`src/rtl/draw_symbol_gen_if.sv`:
```
// Request/pixel bundle between the game-level controller and draw_symbol_gen.
// The erase signal exists only when DRAW_SYMBOL_GEN_ERASE_EN is defined.
interface draw_symbol_gen_if #(
  parameter int unsigned X_W = 8,
  parameter int unsigned Y_W = 7
);
  logic           start;
  logic [1:0]     mode;
  logic [X_W-1:0] x;
  logic [Y_W-1:0] y;
  logic [2:0]     colour_in;
`ifdef DRAW_SYMBOL_GEN_ERASE_EN
  logic           erase;
`endif
  logic [X_W-1:0] xout;
  logic [Y_W-1:0] yout;
  logic [2:0]     colour;
  logic           plot;
  logic           busy;
  logic           done;

  modport master (
`ifdef DRAW_SYMBOL_GEN_ERASE_EN
    output erase,
`endif
    output start, mode, x, y, colour_in,
    input  xout, yout, colour, plot, busy, done
  );

  modport slave (
`ifdef DRAW_SYMBOL_GEN_ERASE_EN
    input  erase,
`endif
    input  start, mode, x, y, colour_in,
    output xout, yout, colour, plot, busy, done
  );
endinterface

```
`src/rtl/draw_symbol_gen.sv`:
```
// Symbol plotter: emits cross / outline / plus / filled square pixels, one per clock.
// Optional feature macro: DRAW_SYMBOL_GEN_ERASE_EN (adds erase input forcing colour 0).
module draw_symbol_gen #(
  parameter int unsigned SIZE = 16,
  parameter int unsigned X_W  = 8,
  parameter int unsigned Y_W  = 7
) (
  input logic         clk,
  input logic         reset,
  draw_symbol_gen_if.slave bus
);

  localparam int unsigned CW = $clog2(SIZE + 1);
  typedef logic [CW-1:0] cnt_t;

  localparam cnt_t LastIdx = cnt_t'(SIZE - 1);
  localparam cnt_t EdgeIdx = cnt_t'(SIZE - 2);
  localparam cnt_t Half    = cnt_t'(SIZE / 2);

  localparam logic [1:0] ModeCross   = 2'd0;
  localparam logic [1:0] ModeOutline = 2'd1;
  localparam logic [1:0] ModePlus    = 2'd2;
  localparam logic [1:0] ModeFill    = 2'd3;

  typedef enum logic [1:0] {StIdle, StDraw, StDone} state_e;

  state_e         state_q, state_d;
  logic [1:0]     mode_q, mode_d;
  logic [X_W-1:0] org_x_q, org_x_d;
  logic [Y_W-1:0] org_y_q, org_y_d;
  logic [2:0]     col_q, col_d;
  logic [1:0]     seg_q, seg_d;
  cnt_t           k_q, k_d;
  cnt_t           r_q, r_d;
  logic           last_q, last_d;
  logic [X_W-1:0] xout_q, xout_d;
  logic [Y_W-1:0] yout_q, yout_d;
  logic [2:0]     colour_q, colour_d;
  logic           plot_q, plot_d;
  logic           busy_q, busy_d;
  logic           done_q, done_d;
`ifdef DRAW_SYMBOL_GEN_ERASE_EN
  logic           erase_q, erase_d;
`endif

  cnt_t       dx, dy, k_end;
  logic       row_end, pix_last;
  logic [2:0] pix_colour;

  // Offset of the pixel selected by the current (seg, k, r) counters.
  always_comb begin
    dx = '0;
    dy = '0;
    unique case (mode_q)
      ModeCross: begin
        dx = seg_q[0] ? LastIdx - k_q : k_q;
        dy = k_q;
      end
      ModeOutline: begin
        case (seg_q)
          2'd0:    begin dx = k_q;           dy = '0;            end
          2'd1:    begin dx = LastIdx;       dy = k_q;           end
          2'd2:    begin dx = LastIdx - k_q; dy = LastIdx;       end
          default: begin dx = '0;            dy = LastIdx - k_q; end
        endcase
      end
      ModePlus: begin
        dx = seg_q[0] ? Half : k_q;
        dy = seg_q[0] ? k_q : Half;
      end
      ModeFill: begin
        dx = k_q;
        dy = r_q;
      end
    endcase

    k_end    = (mode_q == ModeOutline) ? EdgeIdx : LastIdx;
    row_end  = (mode_q == ModeFill)    ? (r_q == LastIdx)
             : (mode_q == ModeOutline) ? (seg_q == 2'd3)
             :                           (seg_q == 2'd1);
    pix_last = (k_q == k_end) && row_end;

`ifdef DRAW_SYMBOL_GEN_ERASE_EN
    pix_colour = erase_q ? 3'b000 : col_q;
`else
    pix_colour = col_q;
`endif
  end

  always_comb begin
    state_d  = state_q;
    mode_d   = mode_q;
    org_x_d  = org_x_q;
    org_y_d  = org_y_q;
    col_d    = col_q;
    seg_d    = seg_q;
    k_d      = k_q;
    r_d      = r_q;
    last_d   = last_q;
    xout_d   = xout_q;
    yout_d   = yout_q;
    colour_d = colour_q;
    plot_d   = 1'b0;
    busy_d   = busy_q;
    done_d   = 1'b0;
`ifdef DRAW_SYMBOL_GEN_ERASE_EN
    erase_d  = erase_q;
`endif

    unique case (state_q)
      StIdle: begin
        busy_d = 1'b0;
        if (bus.start) begin
          state_d = StDraw;
          busy_d  = 1'b1;
          mode_d  = bus.mode;
          org_x_d = bus.x;
          org_y_d = bus.y;
          col_d   = bus.colour_in;
`ifdef DRAW_SYMBOL_GEN_ERASE_EN
          erase_d = bus.erase;
`endif
          seg_d   = '0;
          k_d     = '0;
          r_d     = '0;
          last_d  = 1'b0;
        end
      end
      StDraw: begin
        // last_q marks that the final pixel already went out on the previous edge.
        if (last_q) begin
          state_d = StDone;
          done_d  = 1'b1;
          last_d  = 1'b0;
        end else begin
          plot_d   = 1'b1;
          xout_d   = org_x_q + X_W'(dx);
          yout_d   = org_y_q + Y_W'(dy);
          colour_d = pix_colour;
          last_d   = pix_last;
          if (k_q == k_end) begin
            k_d = '0;
            if (mode_q == ModeFill) r_d = r_q + cnt_t'(1);
            else                    seg_d = seg_q + 2'd1;
          end else begin
            k_d = k_q + cnt_t'(1);
          end
        end
      end
      StDone: begin
        state_d = StIdle;
        busy_d  = 1'b0;
      end
      default: state_d = StIdle;
    endcase
  end

  always_ff @(posedge clk) begin
    if (reset) begin
      state_q  <= StIdle;
      mode_q   <= '0;
      org_x_q  <= '0;
      org_y_q  <= '0;
      col_q    <= '0;
      seg_q    <= '0;
      k_q      <= '0;
      r_q      <= '0;
      last_q   <= 1'b0;
      xout_q   <= '0;
      yout_q   <= '0;
      colour_q <= '0;
      plot_q   <= 1'b0;
      busy_q   <= 1'b0;
      done_q   <= 1'b0;
`ifdef DRAW_SYMBOL_GEN_ERASE_EN
      erase_q  <= 1'b0;
`endif
    end else begin
      state_q  <= state_d;
      mode_q   <= mode_d;
      org_x_q  <= org_x_d;
      org_y_q  <= org_y_d;
      col_q    <= col_d;
      seg_q    <= seg_d;
      k_q      <= k_d;
      r_q      <= r_d;
      last_q   <= last_d;
      xout_q   <= xout_d;
      yout_q   <= yout_d;
      colour_q <= colour_d;
      plot_q   <= plot_d;
      busy_q   <= busy_d;
      done_q   <= done_d;
`ifdef DRAW_SYMBOL_GEN_ERASE_EN
      erase_q  <= erase_d;
`endif
    end
  end

  assign bus.xout   = xout_q;
  assign bus.yout   = yout_q;
  assign bus.colour = colour_q;
  assign bus.plot   = plot_q;
  assign bus.busy   = busy_q;
  assign bus.done   = done_q;

endmodule

```
`src/flat_wrapper.sv`:
```
// flat-port wrapper written by rule: the top's interface ports become plain ports
module draw_symbol_gen_flat 
#(
  parameter int unsigned SIZE = 16,
  parameter int unsigned X_W  = 8,
  parameter int unsigned Y_W  = 7
)
  (clk, reset, bus_start, bus_mode, bus_x, bus_y, bus_colour_in, bus_xout, bus_yout, bus_colour, bus_plot, bus_busy, bus_done);
  draw_symbol_gen_if #(.X_W(X_W), .Y_W(Y_W)) bus_i ();
  input logic clk;
  input logic reset;
  input wire logic [$bits(bus_i.start)-1:0] bus_start;
  input wire logic [$bits(bus_i.mode)-1:0] bus_mode;
  input wire logic [$bits(bus_i.x)-1:0] bus_x;
  input wire logic [$bits(bus_i.y)-1:0] bus_y;
  input wire logic [$bits(bus_i.colour_in)-1:0] bus_colour_in;
  output wire logic [$bits(bus_i.xout)-1:0] bus_xout;
  output wire logic [$bits(bus_i.yout)-1:0] bus_yout;
  output wire logic [$bits(bus_i.colour)-1:0] bus_colour;
  output wire logic [$bits(bus_i.plot)-1:0] bus_plot;
  output wire logic [$bits(bus_i.busy)-1:0] bus_busy;
  output wire logic [$bits(bus_i.done)-1:0] bus_done;
  assign bus_i.start = bus_start;
  assign bus_i.mode = bus_mode;
  assign bus_i.x = bus_x;
  assign bus_i.y = bus_y;
  assign bus_i.colour_in = bus_colour_in;
  assign bus_xout = bus_i.xout;
  assign bus_yout = bus_i.yout;
  assign bus_colour = bus_i.colour;
  assign bus_plot = bus_i.plot;
  assign bus_busy = bus_i.busy;
  assign bus_done = bus_i.done;
  draw_symbol_gen #(.SIZE(SIZE), .X_W(X_W), .Y_W(Y_W)) u_core (.clk(clk), .reset(reset), .bus(bus_i));
endmodule
```
`config.mk`:
```
export PLATFORM = sky130hd
export DESIGN_NAME = draw_symbol_gen_flat
export DESIGN_NICKNAME = d
export VERILOG_FILES = /design/src/rtl/draw_symbol_gen_if.sv /design/src/rtl/draw_symbol_gen.sv /design/src/flat_wrapper.sv
export SDC_FILE = /design/constraint.sdc
export NUM_CORES = 1
export LEC_CHECK = 0
export CORE_ASPECT_RATIO = 0.7
export CORE_MARGIN = 2
export CORE_UTILIZATION = 55
export CTS_CLUSTER_DIAMETER = 80
export DETAILED_ROUTE_END_ITERATION = 10
export GPL_ROUTABILITY_DRIVEN = 0
export PLACE_DENSITY = 0.8
export SYNTH_ARGS = -nofsm -noshare
export SYNTH_HDL_FRONTEND = slang
export SYNTH_SLANG_ARGS = --single-unit
```
`constraint.sdc`:
```
create_clock -name clk -period 4.15 [get_ports clk]
set_clock_uncertainty 0.15 [all_clocks]
set_input_delay 0.83 -clock clk [delete_from_list [all_inputs] [get_ports clk]]
set_output_delay 0.83 -clock clk [all_outputs]
set_load 0.02 [all_outputs]
```
Word-level counts from Yosys, hierarchy flattened
Index checks and enable logic that the tools add are counted.

Register bits after elaboration: 56.

Add/sub/neg operators: 6. Equality and inequality tests: 16. Mux-type cells: 33. Bitwise operators: 2. Reduce and logical (&&, ||, !) cells: 14.

Operators with widths (count): 5-bit two-way mux (9); 5-bit one-hot mux with 4 select lines (2); 5-bit one-hot mux with 3 select lines (2); 5-bit one-hot mux with 2 select lines (2); 2-bit two-way mux (6); 5-bit by 1-bit adder with 5-bit output, second input constant (2); 2-bit equality test, second input constant (5); 5-bit AND reduction (2); 8-bit by 5-bit adder with 8-bit output (1); 1-bit two-way mux (8); 2-bit one-hot mux with 2 select lines (2); 2-bit AND reduction (4); 7-bit by 5-bit adder with 7-bit output (1); 2-bit by 1-bit equality test with 1-bit output, second input constant (3); 2-bit zero test (3); 2-bit by 1-bit != test with 1-bit output, second input constant (3); 2-bit != test, second input constant (3); 5-bit by 4-bit equality test with 1-bit output, second input constant (1); 5-bit equality test (1); 4-bit by 5-bit subtractor with 5-bit output, first input constant (1); 1-bit one-hot mux with 2 select lines (2); 2-bit nonzero test (2); 3-bit AND reduction (1); 2-bit by 1-bit adder with 2-bit output, second input constant (1); other kinds (3) (4).

Logic depth before layout (Yosys ltp)
Depth after elaboration: 6. Mapped depth: 13.

Worst setup path after synthesis
OpenSTA, ideal clock, no wires.

Path type: reg2reg. Start: reg u_core.seg_q[0]. End: reg u_core.yout_q[6], in the netlist u_core.bus.yout[6]. Arrival: 2894 ps. Required time: 3914 ps. Setup slack: 1020 ps. Stages on the path, launching flop included: 13. Buffers on the path: 0. Clock period less this slack: 3130 ps. Cell sequence: dfxtp_1 -> inv_1 -> ha_1 -> a211oi_1 -> a21oi_1 -> mux4_2 -> ha_1 -> fa_1 -> a21o_1 -> nand4_1 -> nand3_1 -> xnor2_1 -> a211oi_1.

Cells in the longest elaborated chain, start to end: 4.

Ends and longest elaborated chain: start: declaration (line draw_symbol_gen.sv:32) `logic [1:0] seg_q, seg_d;`; start signal: assignment (line draw_symbol_gen.sv:184) `seg_q <= seg_d;`; 2-bit equality test, or another cell as far along (line draw_symbol_gen.sv:60) `case (seg_q)`; 5-bit one-hot mux with 3 select lines (line draw_symbol_gen.sv:60); 5-bit one-hot mux with 4 select lines * (line draw_symbol_gen.sv:54) `unique case (mode_q)`; 7-bit by 5-bit adder with 7-bit output * (line draw_symbol_gen.sv:138) `yout_d = org_y_q + Y_W'(dy);`; end signal: assignment (line draw_symbol_gen.sv:189) `yout_q <= yout_d;`; end: declaration (line draw_symbol_gen.sv:37) `logic [Y_W-1:0] yout_q, yout_d;`.

Mark *: on every way between the ends. The rest lies on a longest branch, timed or not. A chain may end at the register's enable or synchronous reset.

Worst setup path in the final report
Start: reg u_core.seg_q[0]. End: reg u_core.yout_q[4], in the netlist u_core.bus.yout[4].

Same word-level chain as after synthesis.

==> flow_summary.html <==
<table>
<tr><th>Metric</th><th>Value</th></tr>
<tr><th colspan="2">Timing</th></tr>
<tr><td>Setup Viol. Count Final</td><td>0</td></tr>
<tr><td>Unrepaired setup endpoints after global routing</td><td>false</td></tr>
<tr><td>Worst hold slack after final layout</td><td>308.0 ps</td></tr>
<tr><td>Share of the cycle needed by the critical path after routing</td><td>84.08%</td></tr>
<tr><td>Total Neg Setup Slack</td><td>0 ps</td></tr>
<tr><td>Total count of max-transition violations in the final report</td><td>0</td></tr>
<tr><td>Max frequency</td><td>286.6 MHz</td></tr>
<tr><td>Transition at the pin with the smallest max-transition slack</td><td>890.0 ps</td></tr>
<tr><td>Worst-case headroom to the max-slew limit</td><td>40.67%</td></tr>
<tr><td>Minimum clock period after layout</td><td>3489 ps</td></tr>
<tr><td>Number of endpoints with negative hold slack in the final report</td><td>0</td></tr>
<tr><th colspan="2">Layout</th></tr>
<tr><td>Share of layout cells above drive strength 1</td><td>6.083%</td></tr>
<tr><td>Top library cells by usage in the layout, fill and taps aside</td><td>76 x sky130_fd_sc_hd__nand2_1, 56 x sky130_fd_sc_hd__dfxtp_1, 49 x sky130_fd_sc_hd__a21oi_1</td></tr>
<tr><td>N_diodes</td><td>0</td></tr>
<tr><td>Area taken by multi-input logic gates</td><td>1919 sq um</td></tr>
<tr><td>Commonest non-fill, non-tap cell in the layout</td><td>sky130_fd_sc_hd__nand2_1</td></tr>
<tr><td>Area growth from synthesis to layout</td><td>16.47%</td></tr>
<tr><td>Seq. cell area</td><td>1121 sq um</td></tr>
<tr><td># fillers</td><td>511</td></tr>
<tr><td>Total Nets Final</td><td>463</td></tr>
<tr><td>Finished Layout Cells</td><td>486</td></tr>
<tr><th colspan="2">Clock tree</th></tr>
<tr><td>Count of hold-fix buffers inserted at cts</td><td>0</td></tr>
<tr><td>Clock root buffer master</td><td>sky130_fd_sc_hd__clkbuf_8</td></tr>
<tr><td>Clock insertion delay at the later pin of the skew report</td><td>310 ps</td></tr>
<tr><td>Number of clock sinks</td><td>56</td></tr>
<tr><td>Number of buffers created by CTS</td><td>5</td></tr>
<tr><td>Post CTS Setup Buffer Count</td><td>0</td></tr>
<tr><td>Clock H-tree levels</td><td>2</td></tr>
<tr><td>Count of instances resized after the clock tree is built</td><td>0</td></tr>
<tr><td>Max clock buf depth</td><td>2</td></tr>
<tr><td>CTS tree</td><td>done</td></tr>
<tr><td>Clock transition at the registers of the reported paths</td><td>100 ps</td></tr>
<tr><th colspan="2">Power and ir drop</th></tr>
<tr><td>Leakage power summed over all cells</td><td>1.488 nW</td></tr>
<tr><td>Power density over the cells</td><td>323.5 nW/um^2</td></tr>
<tr><td>Maximum VDD drop</td><td>0.1597 mV</td></tr>
<tr><th colspan="2">Drt</th></tr>
<tr><td>Vias</td><td>2770</td></tr>
<tr><td>Vias per inst</td><td>5.700</td></tr>
<tr><td>Remaining antenna violation count after routing</td><td>0</td></tr>
<tr><td>Routed len/inst</td><td>15.77 um</td></tr>
<tr><td>Routed wire length</td><td>7662 um</td></tr>
<tr><td>Detailed-route DRC error count</td><td>0</td></tr>
<tr><td>First-pass iteration count of the detailed router</td><td>4</td></tr>
<tr><td>Detailed Route Iter0 Violations</td><td>206</td></tr>
<tr><th colspan="2">Floorplanning</th></tr>
<tr><td>Horizontal extent of the die</td><td>95.57 um</td></tr>
<tr><td>Starting Density</td><td>56.65%</td></tr>
<tr><td>Die Span Y</td><td>68.10 um</td></tr>
<tr><td>DIE AREA</td><td>6508 sq um</td></tr>
<tr><td>Number of primary I/O pins</td><td>44</td></tr>
<tr><td>Core area</td><td>5698 sq um</td></tr>
<tr><td>Row Count</td><td>23</td></tr>
<tr><th colspan="2">Synthesis</th></tr>
<tr><td>Async set-or-reset flop fraction in the synthesized netlist</td><td>0%</td></tr>
<tr><td>Mapped Area</td><td>3228 sq um</td></tr>
<tr><td>Main area contributors after synthesis</td><td>sky130_fd_sc_hd__dfxtp_1 35%, sky130_fd_sc_hd__ha_1 10%, sky130_fd_sc_hd__nand2_1 8.8%</td></tr>
<tr><td>Post-synth EDFFs</td><td>0</td></tr>
<tr><td>Synth area leader</td><td>sky130_fd_sc_hd__dfxtp_1</td></tr>
<tr><td>Prevailing post-synth register cell</td><td>sky130_fd_sc_hd__dfxtp_1</td></tr>
<tr><td>Yosys Warn Count</td><td>0</td></tr>
<tr><td>Synthesis-stage register bit count</td><td>56</td></tr>
<tr><td>Cell count after synthesis</td><td>385</td></tr>
<tr><td>Nets in the synthesized netlist</td><td>437</td></tr>
<tr><td>Distinct cell type count after synthesis</td><td>53</td></tr>
<tr><td>Area fraction of the dominant cell type after synthesis</td><td>34.73%</td></tr>
<tr><td>Proportion of synthesized chip area in sequential cells</td><td>34.73%</td></tr>
<tr><td>Mean Syn Cell Area</td><td>8.385 sq um</td></tr>
<tr><th colspan="2">Setup path</th></tr>
<tr><td>Required time of the critical path</td><td>4240 ps</td></tr>
<tr><td>Worst Path Max Fanout</td><td>10</td></tr>
<tr><td>Number of buffer and inverter stages on the critical path</td><td>1</td></tr>
<tr><td>Dominant cell type by count on the critical path</td><td>sky130_fd_sc_hd__a21oi_1</td></tr>
<tr><td>Critical path start-end classification</td><td>register to register</td></tr>
<tr><td>Top delay family on crit path</td><td>adder cells</td></tr>
<tr><td>CP peak stage delay</td><td>530 ps</td></tr>
<tr><td>Max stage delay cell, worst path</td><td>sky130_fd_sc_hd__dfxtp_1</td></tr>
<tr><td>Arrival time of the worst setup path</td><td>3580 ps</td></tr>
<tr><td>Critical path launch point type</td><td>register</td></tr>
<tr><td>List of cells traversed by the critical path</td><td>inv_1, ha_1, a211oi_1, a21oi_1, mux4_2, ha_1, fa_1, a21o_1, a21oi_1, xnor2_1, nand2_1, a21oi_1</td></tr>
<tr><td>Kind of end point of the critical path</td><td>register</td></tr>
<tr><th colspan="2">Global routing</th></tr>
<tr><td>Global-route wire length before repair</td><td>12390 um</td></tr>
<tr><td>Initial antenna violation count</td><td>0</td></tr>
<tr><td>Via count of the first global-routing pass</td><td>2563</td></tr>
<tr><td>Pin count of the biggest net entering global routing</td><td>54</td></tr>
<tr><td>GR Util All Layers</td><td>24.83%</td></tr>
<tr><td>Residual overflow from global routing</td><td>0</td></tr>
<tr><th colspan="2">Place</th></tr>
<tr><td>Number of placed instances, taps included</td><td>479</td></tr>
<tr><td>Number of buffers added on ports</td><td>43</td></tr>
<tr><td>Detailed placer's ending HPWL</td><td>5440 um</td></tr>
<tr><th colspan="2">Hold path</th></tr>
<tr><td>Type of the most critical hold path</td><td>register to register</td></tr>
<tr><th colspan="2">Flow run</th></tr>
<tr><td>Max-cap viol count</td><td>0</td></tr>
<tr><th colspan="2">Run status</th></tr>
<tr><td>Outcome</td><td>completed</td></tr>
</table>
## cells by family (layout without fill, tap and decap cells)
| logic type | after synthesis | in the layout | share of synthesized area [%] |
|---|---|---|---|
| and+or+nand+nor | 139 | 139 | 20.54 |
| AOI/OAI and AO/OA | 93 | 93 | 17.17 |
| DFF | 56 | 56 | 34.73 |
| buffers and inverters | 40 | 66 | 5.814 |
| adders and majority gates | 30 | 30 | 12.02 |
| xor gates and xnor gates | 16 | 16 | 4.574 |
| muxes | 11 | 11 | 5.155 |
## report_power, final
| group | switching [mW] | total, mW | internal, mW |
|---|---|---|---|
| Sequential | 0.0293 | 0.593 | 0.564 |
| Combinational | 0.116 | 0.211 | 0.0950 |
| Clock | 0.175 | 0.412 | 0.238 |
## through the flow
step | setup slack (ps) | total power, mW | utilization [%] | cell area [sq um]
2_1_floorplan | 1020 | 0.7416 | - | 3228
4_1_cts | 675.8 | 1.222 | 65.99 | 3760
6_report | 660.8 | 1.216 | 65.99 | 3760
3_5_place_dp | 705.3 | 0.8126 | 63.72 | 3631
5_1_grt | 439.7 | 1.267 | 65.99 | 3760
3_3_place_gp | 876.4 | 0.8050 | 63.72 | 3631
## path summary, 6_finish.rpt
check | start | end | slack, ps | cells past startpoint
max | u_core.seg_q[0] | u_core.bus.yout[4] | 660 | 12
min | u_core.bus.colour[0] | u_core.bus.colour[0] | 310 | 2
max reg2reg | u_core.seg_q[0] | u_core.bus.yout[4] | 660 | 12
min reg2reg | u_core.bus.colour[0] | u_core.bus.colour[0] | 310 | 2
## flip-flops by register name, indices dropped and copies added, names as in the netlist, 2 cells and up
signal,flops
u_core.col_q,3
u_core.seg_q,2
u_core.org_y_q,7
u_core.state_q,2
u_core.k_q,5
u_core.org_x_q,8
u_core.mode_q,2
u_core.r_q,5
u_core.bus.yout,7
u_core.bus.colour,3
u_core.bus.xout,8
## cell type report
type / instances / area share [%]
Inverter: 13 / 1.298
Tap cell: 75 / 2.496
Sequential cell: 56 / 29.82
Multi-Input combinational cell: 289 / 51.05
Timing Repair Buffer: 46 / 11.91
Clock inverter: 2 / 1.597
Clock buffer: 5 / 1.830
## worst reg2reg max path: stages, from the launching register on
cell and delay [ps]:
sky130_fd_sc_hd__dfxtp_1 530, sky130_fd_sc_hd__inv_1 260, sky130_fd_sc_hd__ha_1 360, sky130_fd_sc_hd__a211oi_1 230
sky130_fd_sc_hd__a21oi_1 60, sky130_fd_sc_hd__mux4_2 470, sky130_fd_sc_hd__ha_1 230, sky130_fd_sc_hd__fa_1 420
sky130_fd_sc_hd__a21o_1 190, sky130_fd_sc_hd__a21oi_1 190, sky130_fd_sc_hd__xnor2_1 140, sky130_fd_sc_hd__nand2_1 70
sky130_fd_sc_hd__a21oi_1 140
## layer usage
layer	vias to the layer above	wire length [um]	part of all wire, %	track usage [%]
met5	-	0	0	0
met4	0	70	0.91	6.071
met3	10	571	7.5	4.515
met2	100	3439	45	39.69
met1	1281	3581	47	34.99
li1	1379	-	-	-
## Yosys cell counts (2+ instances only)
master,n
sky130_fd_sc_hd__inv_1,13
sky130_fd_sc_hd__ha_1,27
sky130_fd_sc_hd__dfxtp_1,56
sky130_fd_sc_hd__a21o_1,5
sky130_fd_sc_hd__nand3_1,8
sky130_fd_sc_hd__or3_1,2
sky130_fd_sc_hd__nand2_1,76
sky130_fd_sc_hd__nor3_1,7
sky130_fd_sc_hd__nand2b_1,3
sky130_fd_sc_hd__fa_1,2
sky130_fd_sc_hd__mux2i_1,2
sky130_fd_sc_hd__o21ai_0,14
sky130_fd_sc_hd__xnor2_1,9
sky130_fd_sc_hd__buf_6,2
sky130_fd_sc_hd__a22oi_1,2
sky130_fd_sc_hd__mux4_2,4
sky130_fd_sc_hd__a21oi_1,49
sky130_fd_sc_hd__clkbuf_1,13
sky130_fd_sc_hd__nor4b_1,3
sky130_fd_sc_hd__and2_1,2
sky130_fd_sc_hd__mux2_2,4
sky130_fd_sc_hd__nand4_1,4
sky130_fd_sc_hd__buf_2,8
sky130_fd_sc_hd__a211oi_1,11
sky130_fd_sc_hd__nor2_1,19
sky130_fd_sc_hd__o211ai_1,2
sky130_fd_sc_hd__and3_1,4
sky130_fd_sc_hd__buf_4,3
sky130_fd_sc_hd__xor2_1,6
sky130_fd_sc_hd__a31oi_1,2
Note: power is estimated with default switching activity, not from simulation.
